**src/rtl/keypad_pkg.sv**
```systemverilog
// keypad_pkg
// Shared definitions for the 4x3 matrix keypad front end.
//   - KEY_* : 4-bit key codes (digits 0-9, star, hash, plus the
//             frame-level NONE / MULTI results)
//   - state_t : debounce FSM states
//   - code_to_onehot : digit code -> 10-bit K pattern (K[9-d] marks digit d)
//   - pos_to_code : (row, column) position on the keypad -> key code
package keypad_pkg;

    localparam logic [3:0] KEY_0     = 4'd0;
    localparam logic [3:0] KEY_1     = 4'd1;
    localparam logic [3:0] KEY_2     = 4'd2;
    localparam logic [3:0] KEY_3     = 4'd3;
    localparam logic [3:0] KEY_4     = 4'd4;
    localparam logic [3:0] KEY_5     = 4'd5;
    localparam logic [3:0] KEY_6     = 4'd6;
    localparam logic [3:0] KEY_7     = 4'd7;
    localparam logic [3:0] KEY_8     = 4'd8;
    localparam logic [3:0] KEY_9     = 4'd9;
    localparam logic [3:0] KEY_STAR  = 4'd10;
    localparam logic [3:0] KEY_HASH  = 4'd11;
    localparam logic [3:0] KEY_NONE  = 4'd12;
    localparam logic [3:0] KEY_MULTI = 4'd13;

    typedef enum logic [1:0] {
        IDLE,
        CAND,
        HELD
    } state_t;

    // Non-digit codes produce an all-zero pattern.
    function automatic logic [9:0] code_to_onehot(input logic [3:0] code);
        logic [9:0] k;
        k = '0;
        if (code <= KEY_9) begin
            k = 10'b10_0000_0000 >> code;
        end
        return k;
    endfunction

    // Row-major position index r*3+c walks 1..9, then '*', '0', '#'.
    function automatic logic [3:0] pos_to_code(input logic [1:0] row,
                                               input logic [1:0] col);
        logic [3:0] idx;
        logic [3:0] code;
        idx = ({2'b00, row} * 4'd3) + {2'b00, col};
        case (idx)
            4'd9:    code = KEY_STAR;
            4'd10:   code = KEY_0;
            4'd11:   code = KEY_HASH;
            default: code = idx + 4'd1;
        endcase
        return code;
    endfunction

endpackage

```
**src/rtl/keypad_scan_col_sync.sv**
```systemverilog
// col_sync
// Two-flop synchroniser for a bus of independent asynchronous inputs.
// Both stages reset to all-ones so a pulled-up (idle) input reads as idle
// straight out of reset.
//   clk   : clock
//   rst_n : asynchronous active-low reset
//   d     : asynchronous input bus
//   q     : synchronised output bus (2 clocks of latency)
module col_sync #(
    parameter int WIDTH = 3
) (
    input  logic             clk,
    input  logic             rst_n,
    input  logic [WIDTH-1:0] d,
    output logic [WIDTH-1:0] q
);

    logic [WIDTH-1:0] meta_q;
    logic [WIDTH-1:0] sync_q;

    always_ff @(posedge clk or negedge rst_n) begin
        if (!rst_n) begin
            meta_q <= '1;
            sync_q <= '1;
        end else begin
            meta_q <= d;
            sync_q <= meta_q;
        end
    end

    assign q = sync_q;

endmodule

```
**src/rtl/keypad_scan.sv**
```systemverilog
// keypad_scan
// Scans a 4-row x 3-column matrix keypad, resolves each full scan frame to
// NONE / single key / MULTI, debounces the frame results and emits exactly
// one single-clock event per accepted press.
//   CLK   : clock
//   RST_N : asynchronous active-low reset
//   COL_N : keypad columns, active-low, asynchronous
//   ROW_N : row drive, active-low, one-cold
//   K     : one-hot digit pulse, K[9-d] marks digit d
//   del   : delete pulse for the '#' key
module keypad_scan
    import keypad_pkg::*;
#(
    parameter int SCAN_DIV = 1000,
    parameter int DEBOUNCE = 4
) (
    input  logic       CLK,
    input  logic       RST_N,
    input  logic [2:0] COL_N,
    output logic [3:0] ROW_N,
    output logic [9:0] K,
    output logic       del
);

    localparam int SLOT_W = $clog2(SCAN_DIV);
    localparam int CNT_W  = $clog2(DEBOUNCE + 1);
    localparam logic [SLOT_W-1:0] SLOT_LAST = SLOT_W'(SCAN_DIV - 1);
    localparam logic [CNT_W-1:0]  CNT_MAX   = CNT_W'(DEBOUNCE);

    logic [2:0]        col_n_s;
    logic [2:0]        closed;

    logic [SLOT_W-1:0] slot_q, slot_d;
    logic [1:0]        row_q, row_d;
    logic [1:0]        acc_cnt_q, acc_cnt_d;
    logic [3:0]        acc_code_q, acc_code_d;
    state_t            state_q, state_d;
    logic [3:0]        cand_q, cand_d;
    logic [CNT_W-1:0]  cnt_q, cnt_d;
    logic [9:0]        k_q, k_d;
    logic              del_q, del_d;

    logic              slot_last;
    logic              frame_end;
    logic [1:0]        row_hits;
    logic [1:0]        first_col;
    logic [2:0]        hit_sum;
    logic [1:0]        merged_cnt;
    logic [3:0]        merged_code;
    logic [3:0]        frame_code;
    logic              frame_single;
    logic [CNT_W-1:0]  cnt_inc;
    logic              emit;
    logic [3:0]        emit_code;

    col_sync #(
        .WIDTH(3)
    ) u_col_sync (
        .clk  (CLK),
        .rst_n(RST_N),
        .d    (COL_N),
        .q    (col_n_s)
    );

    assign closed = ~col_n_s;

    // Slot/row timebase plus per-frame closure accumulation. Each row's
    // columns are folded in on the last clock of its slot; the closure count
    // saturates at 2 because anything beyond one closure is simply MULTI.
    // Only the first closure's code is kept, since it is only used when the
    // frame turns out to contain exactly one.
    always_comb begin
        slot_last = (slot_q == SLOT_LAST);
        frame_end = slot_last && (row_q == 2'd3);
        slot_d    = slot_last ? '0 : slot_q + 1'b1;
        row_d     = slot_last ? row_q + 2'd1 : row_q;

        row_hits  = 2'(closed[0]) + 2'(closed[1]) + 2'(closed[2]);
        first_col = closed[0] ? 2'd0 : (closed[1] ? 2'd1 : 2'd2);

        hit_sum     = {1'b0, acc_cnt_q} + {1'b0, row_hits};
        merged_cnt  = (hit_sum >= 3'd2) ? 2'd2 : hit_sum[1:0];
        merged_code = (acc_cnt_q == 2'd0) ? pos_to_code(row_q, first_col) : acc_code_q;

        case (merged_cnt)
            2'd0:    frame_code = KEY_NONE;
            2'd1:    frame_code = merged_code;
            default: frame_code = KEY_MULTI;
        endcase
        frame_single = (frame_code <= KEY_HASH);

        acc_cnt_d  = acc_cnt_q;
        acc_code_d = acc_code_q;
        if (frame_end) begin
            acc_cnt_d  = '0;
            acc_code_d = '0;
        end else if (slot_last) begin
            acc_cnt_d  = merged_cnt;
            acc_code_d = merged_code;
        end
    end

    // Debounce FSM, advanced once per frame. The counter counts matching
    // frames in CAND and empty frames in HELD, so it is cleared on entry to
    // HELD to give the full release window.
    always_comb begin
        state_d   = state_q;
        cand_d    = cand_q;
        cnt_d     = cnt_q;
        emit      = 1'b0;
        emit_code = cand_q;
        cnt_inc   = (cnt_q == CNT_MAX) ? CNT_MAX : cnt_q + 1'b1;

        if (frame_end) begin
            case (state_q)
                IDLE: begin
                    if (frame_single) begin
                        cand_d = frame_code;
                        if (DEBOUNCE == 1) begin
                            emit      = 1'b1;
                            emit_code = frame_code;
                            cnt_d     = '0;
                            state_d   = HELD;
                        end else begin
                            cnt_d   = CNT_W'(1);
                            state_d = CAND;
                        end
                    end
                end
                CAND: begin
                    if (frame_code == cand_q) begin
                        if (cnt_inc == CNT_MAX) begin
                            emit    = 1'b1;
                            cnt_d   = '0;
                            state_d = HELD;
                        end else begin
                            cnt_d = cnt_inc;
                        end
                    end else begin
                        cnt_d   = '0;
                        state_d = IDLE;
                    end
                end
                HELD: begin
                    if (frame_code == KEY_NONE) begin
                        if (cnt_inc == CNT_MAX) begin
                            cnt_d   = '0;
                            state_d = IDLE;
                        end else begin
                            cnt_d = cnt_inc;
                        end
                    end else begin
                        cnt_d = '0;
                    end
                end
                default: begin
                    cnt_d   = '0;
                    state_d = IDLE;
                end
            endcase
        end

        // '*' yields neither a digit pattern nor del.
        k_d   = emit ? code_to_onehot(emit_code) : '0;
        del_d = emit && (emit_code == KEY_HASH);
    end

    always_ff @(posedge CLK or negedge RST_N) begin
        if (!RST_N) begin
            slot_q     <= '0;
            row_q      <= '0;
            acc_cnt_q  <= '0;
            acc_code_q <= '0;
            state_q    <= IDLE;
            cand_q     <= '0;
            cnt_q      <= '0;
            k_q        <= '0;
            del_q      <= 1'b0;
        end else begin
            slot_q     <= slot_d;
            row_q      <= row_d;
            acc_cnt_q  <= acc_cnt_d;
            acc_code_q <= acc_code_d;
            state_q    <= state_d;
            cand_q     <= cand_d;
            cnt_q      <= cnt_d;
            k_q        <= k_d;
            del_q      <= del_d;
        end
    end

    assign ROW_N = ~(4'b0001 << row_q);
    assign K     = k_q;
    assign del   = del_q;

endmodule

```
**config.mk**
```make
export PLATFORM = sky130hd
export DESIGN_NAME = keypad_scan
export DESIGN_NICKNAME = d
export VERILOG_FILES = /design/src/rtl/keypad_pkg.sv /design/src/rtl/keypad_scan_col_sync.sv /design/src/rtl/keypad_scan.sv
export SDC_FILE = /design/constraint.sdc
export NUM_CORES = 1
export LEC_CHECK = 0
export ABC_CLOCK_PERIOD_IN_PS = 6400
export CORE_ASPECT_RATIO = 1.2
export CORE_MARGIN = 2
export CORE_UTILIZATION = 45
export CTS_CLUSTER_DIAMETER = 200
export CTS_CLUSTER_SIZE = 12
export DETAILED_ROUTE_END_ITERATION = 10
export SETUP_SLACK_MARGIN = 0.05
export SYNTH_ARGS = -nofsm -noshare
export SYNTH_HDL_FRONTEND = slang
export SYNTH_SLANG_ARGS = --single-unit
```
**constraint.sdc**
```tcl
create_clock -name CLK -period 6.4 [get_ports CLK]
set_input_delay 1.92 -clock CLK [delete_from_list [all_inputs] [get_ports CLK]]
set_output_delay 1.92 -clock CLK [all_outputs]
set_load 0.02 [all_outputs]
```
==> impl_metrics.toml <==
[outcome]
status = "complete, no violations"

[power]
switching_share_pct = 23.3
p_per_area_mw_per_mm2 = 175
ir_drop_uv = 109
seq_power_share_pct = 58.4
power_uw = 482
p_leak_nw = 1.14
clkPwrFrac_pct = 33.7
p_int_uw = 370
switchingPower_uw = 113
pwr-share-comb_pct = 7.9

[synth]
synthCells = 246
synth_edf_count = 0
ys_dominant_reg_cell = "dfrtp_1"
yosysWarnings = 0
syn_avg_cell_area_um2 = 9.93
synth_fp_nets = 269
yosysTopAreaCellShare_pct = 38.9
synth_area_leaders = "dfrtp_1, ha_1, dfstp_2"
yosysSeqAreaShare_pct = 45.4
ys_ff_latch = 44
yosysTopAreaCell = "dfrtp_1"
synthesis.area_mm2 = 0.00244
synthDistinctLibCells = 52
async_reset_ff_share_pct = 100

[detailed_routing]
dr.pass1.iters = 4
dr_total_vias = 1757
wl_per_cell_um = 13.6
avgViaCountPerCell = 5.36
drc = 0
wl_mm = 4.47
drtAntennaViolNets = 0
drtIter0Drc = 82

[timing]
relSlewSlack_pct = 35.4
min_period_ns = 3.99
max_freq_ghz = 0.251
worst_pin_slew_ns = 0.969
setup-violations-final = 0
hold_ws_ns = 0.358
fin_crit_sh_pct = 62.3
rsz0062_at_grt = "false"
skew_ns = 0.00600
setup-tns-final_ns = 0
slew_violations = 0
finalHoldViolCount = 0

[clock_network]
clockBufferDepth = 2
cts_htree_levels = 2
post_cts_buffers = 0
clk_pin_slew_ns = 0.08
cts_root_buffer = "clkbuf_8"
cts_tree = "yes"
clk_latency_ns = 0.29
clock_sinks = 44
cts_resized = 0
hold_buffers = 0
cts_buffers = 5

[grt]
grt_pass1_wl_mm = 7.90
antenna_found_initial = 0
track_usage_pct = 16.4
grt_pass1_vias = 1714
grt_max_degree = 45
grt_overflow = 0

[placed_design]
gp_congestion = 0.791
post-dp-hpwl_mm = 3.29
port_buffers = 19

[floorplan]
start_util_pct = 46.4
std_cell_rows = 29
die-height_um = 84.7
fp.dieArea_mm2 = 0.00604
die_x_um = 71.3
ios = 20
core_area_mm2 = 0.00526

[final_layout]
antenna_cells = 0
final_nets = 289
fillerInstances = 486
final_cell_mix = "dfrtp_1, nand2_1, nor2_1"
drive_gt1_share_pct = 10.9
area_delta_synth_final_pct = 13.1
final_common_cell = "dfrtp_1"

[critical_path]
crit_family = "buffers and inverters"
crit_path_end_kind = "primary output"
cp_max_fo = 15
crit_arrival_ns = 2.07
crit_type = "register to primary output"
cp-start-kind = "register"
crit_required_ns = 4.48
critPathBufInv = 2
cpPeakStageDelay_ns = 0.59
worst_path_max_delay_cell = "clkdlybuf4s50_1"
crit_chain = "ha_1 -> inv_1 -> clkdlybuf4s50_1"

[flow_run]
drv_cap = 0

[worst_hold_path]
min_path_type = "register to register"
## path summary, 6_finish.rpt
check | end | depth (start not counted) | start | slack (ns)
worst min register to register | u_col_sync.q[0]$_DFF_PN1_ | 0 | u_col_sync.meta_q[0]$_DFF_PN1_ | 0.36
max in group asynchronous | slot_q[8]$_DFF_PN0_ | 1 | RST_N | 4.03
worst max-delay path | ROW_N[3] | 3 | row_q[0]$_DFFE_PN0N_ | 2.41
worst max register to register | K[9]$_DFF_PN0_ | 11 | u_col_sync.q[0]$_DFF_PN1_ | 2.53
worst min-delay path | u_col_sync.q[0]$_DFF_PN1_ | 0 | u_col_sync.meta_q[0]$_DFF_PN1_ | 0.36
min in group asynchronous | K[5]$_DFF_PN0_ | 1 | RST_N | 1.78
## synth_stat cells (5+ instances only)
cell,n
a21oi_1,8
dfrtp_1,38
dfstp_2,6
ha_1,14
inv_1,20
nand2_1,22
nand2b_1,6
nand3_1,12
nor2_1,21
nor3_1,6
o21ai_0,12
o31ai_1,8
xnor2_1,5
## metal layers
layer	GRT usage [%]	vias to the layer above	routed length, µm
li1	-	897	-
met1	20.3	833	2050
met2	28.4	22	2260
met3	3.60	5	116
met4	5.15	0	51
met5	0	-	0
## flip-flops by register name (all words and copies together) (netlist names)
signal and cells:
K 10, cand_q 4, acc_code_q 4, u_col_sync.meta_q 3, row_q 2, state_q 2, u_col_sync.q 3, del 1
cnt_q 3, acc_cnt_q 2, slot_q 10
## area by class of cell
cell class              instances  area (µm²)  area share (%)
clock buffers                   6        72.6            2.63
clock inverters                 1        5.00           0.181
inverters                      20        75.1            2.72
multi-input cells             175        1230            44.6
flip-flops and latches         44        1110            40.1
well taps                      62        77.6            2.81
repair buffers                 20         193            6.97
## power groups by stage
stage | registers, mW | logic (mW) | clock network, mW
2_1_floorplan | 0.287 | 0.0246 | 0
3_3_place_gp | 0.287 | 0.0386 | 0
3_5_place_dp | 0.287 | 0.0390 | 0
4_1_cts | 0.282 | 0.0391 | 0.172
5_1_grt | 0.282 | 0.0431 | 0.183
6_report | 0.282 | 0.0380 | 0.163
## cell families after synthesis
family | after synthesis | share of synthesized area, %
AOI/OAI and AO/OA | 51 | 14.8
muxes | 3 | 1.33
xor gates and xnor gates | 9 | 3.23
adders and majority gates | 18 | 10.4
DFF | 44 | 45.4
and+or+nand+nor | 94 | 20.4
buffers and inverters | 27 | 4.45
## per-stage QoR
stage	util [%]	instances	worst slack [ns]	instance area [µm²]
after floorplan	-	246	2.79	2440
after global routing	52.5	328	2.25	2760
after global placement	51.1	321	2.59	2690
final	52.5	328	2.41	2760
after CTS	52.5	328	2.39	2760
after detailed placement	51.1	321	2.51	2690
Note: power is estimated with default switching activity, not from simulation.
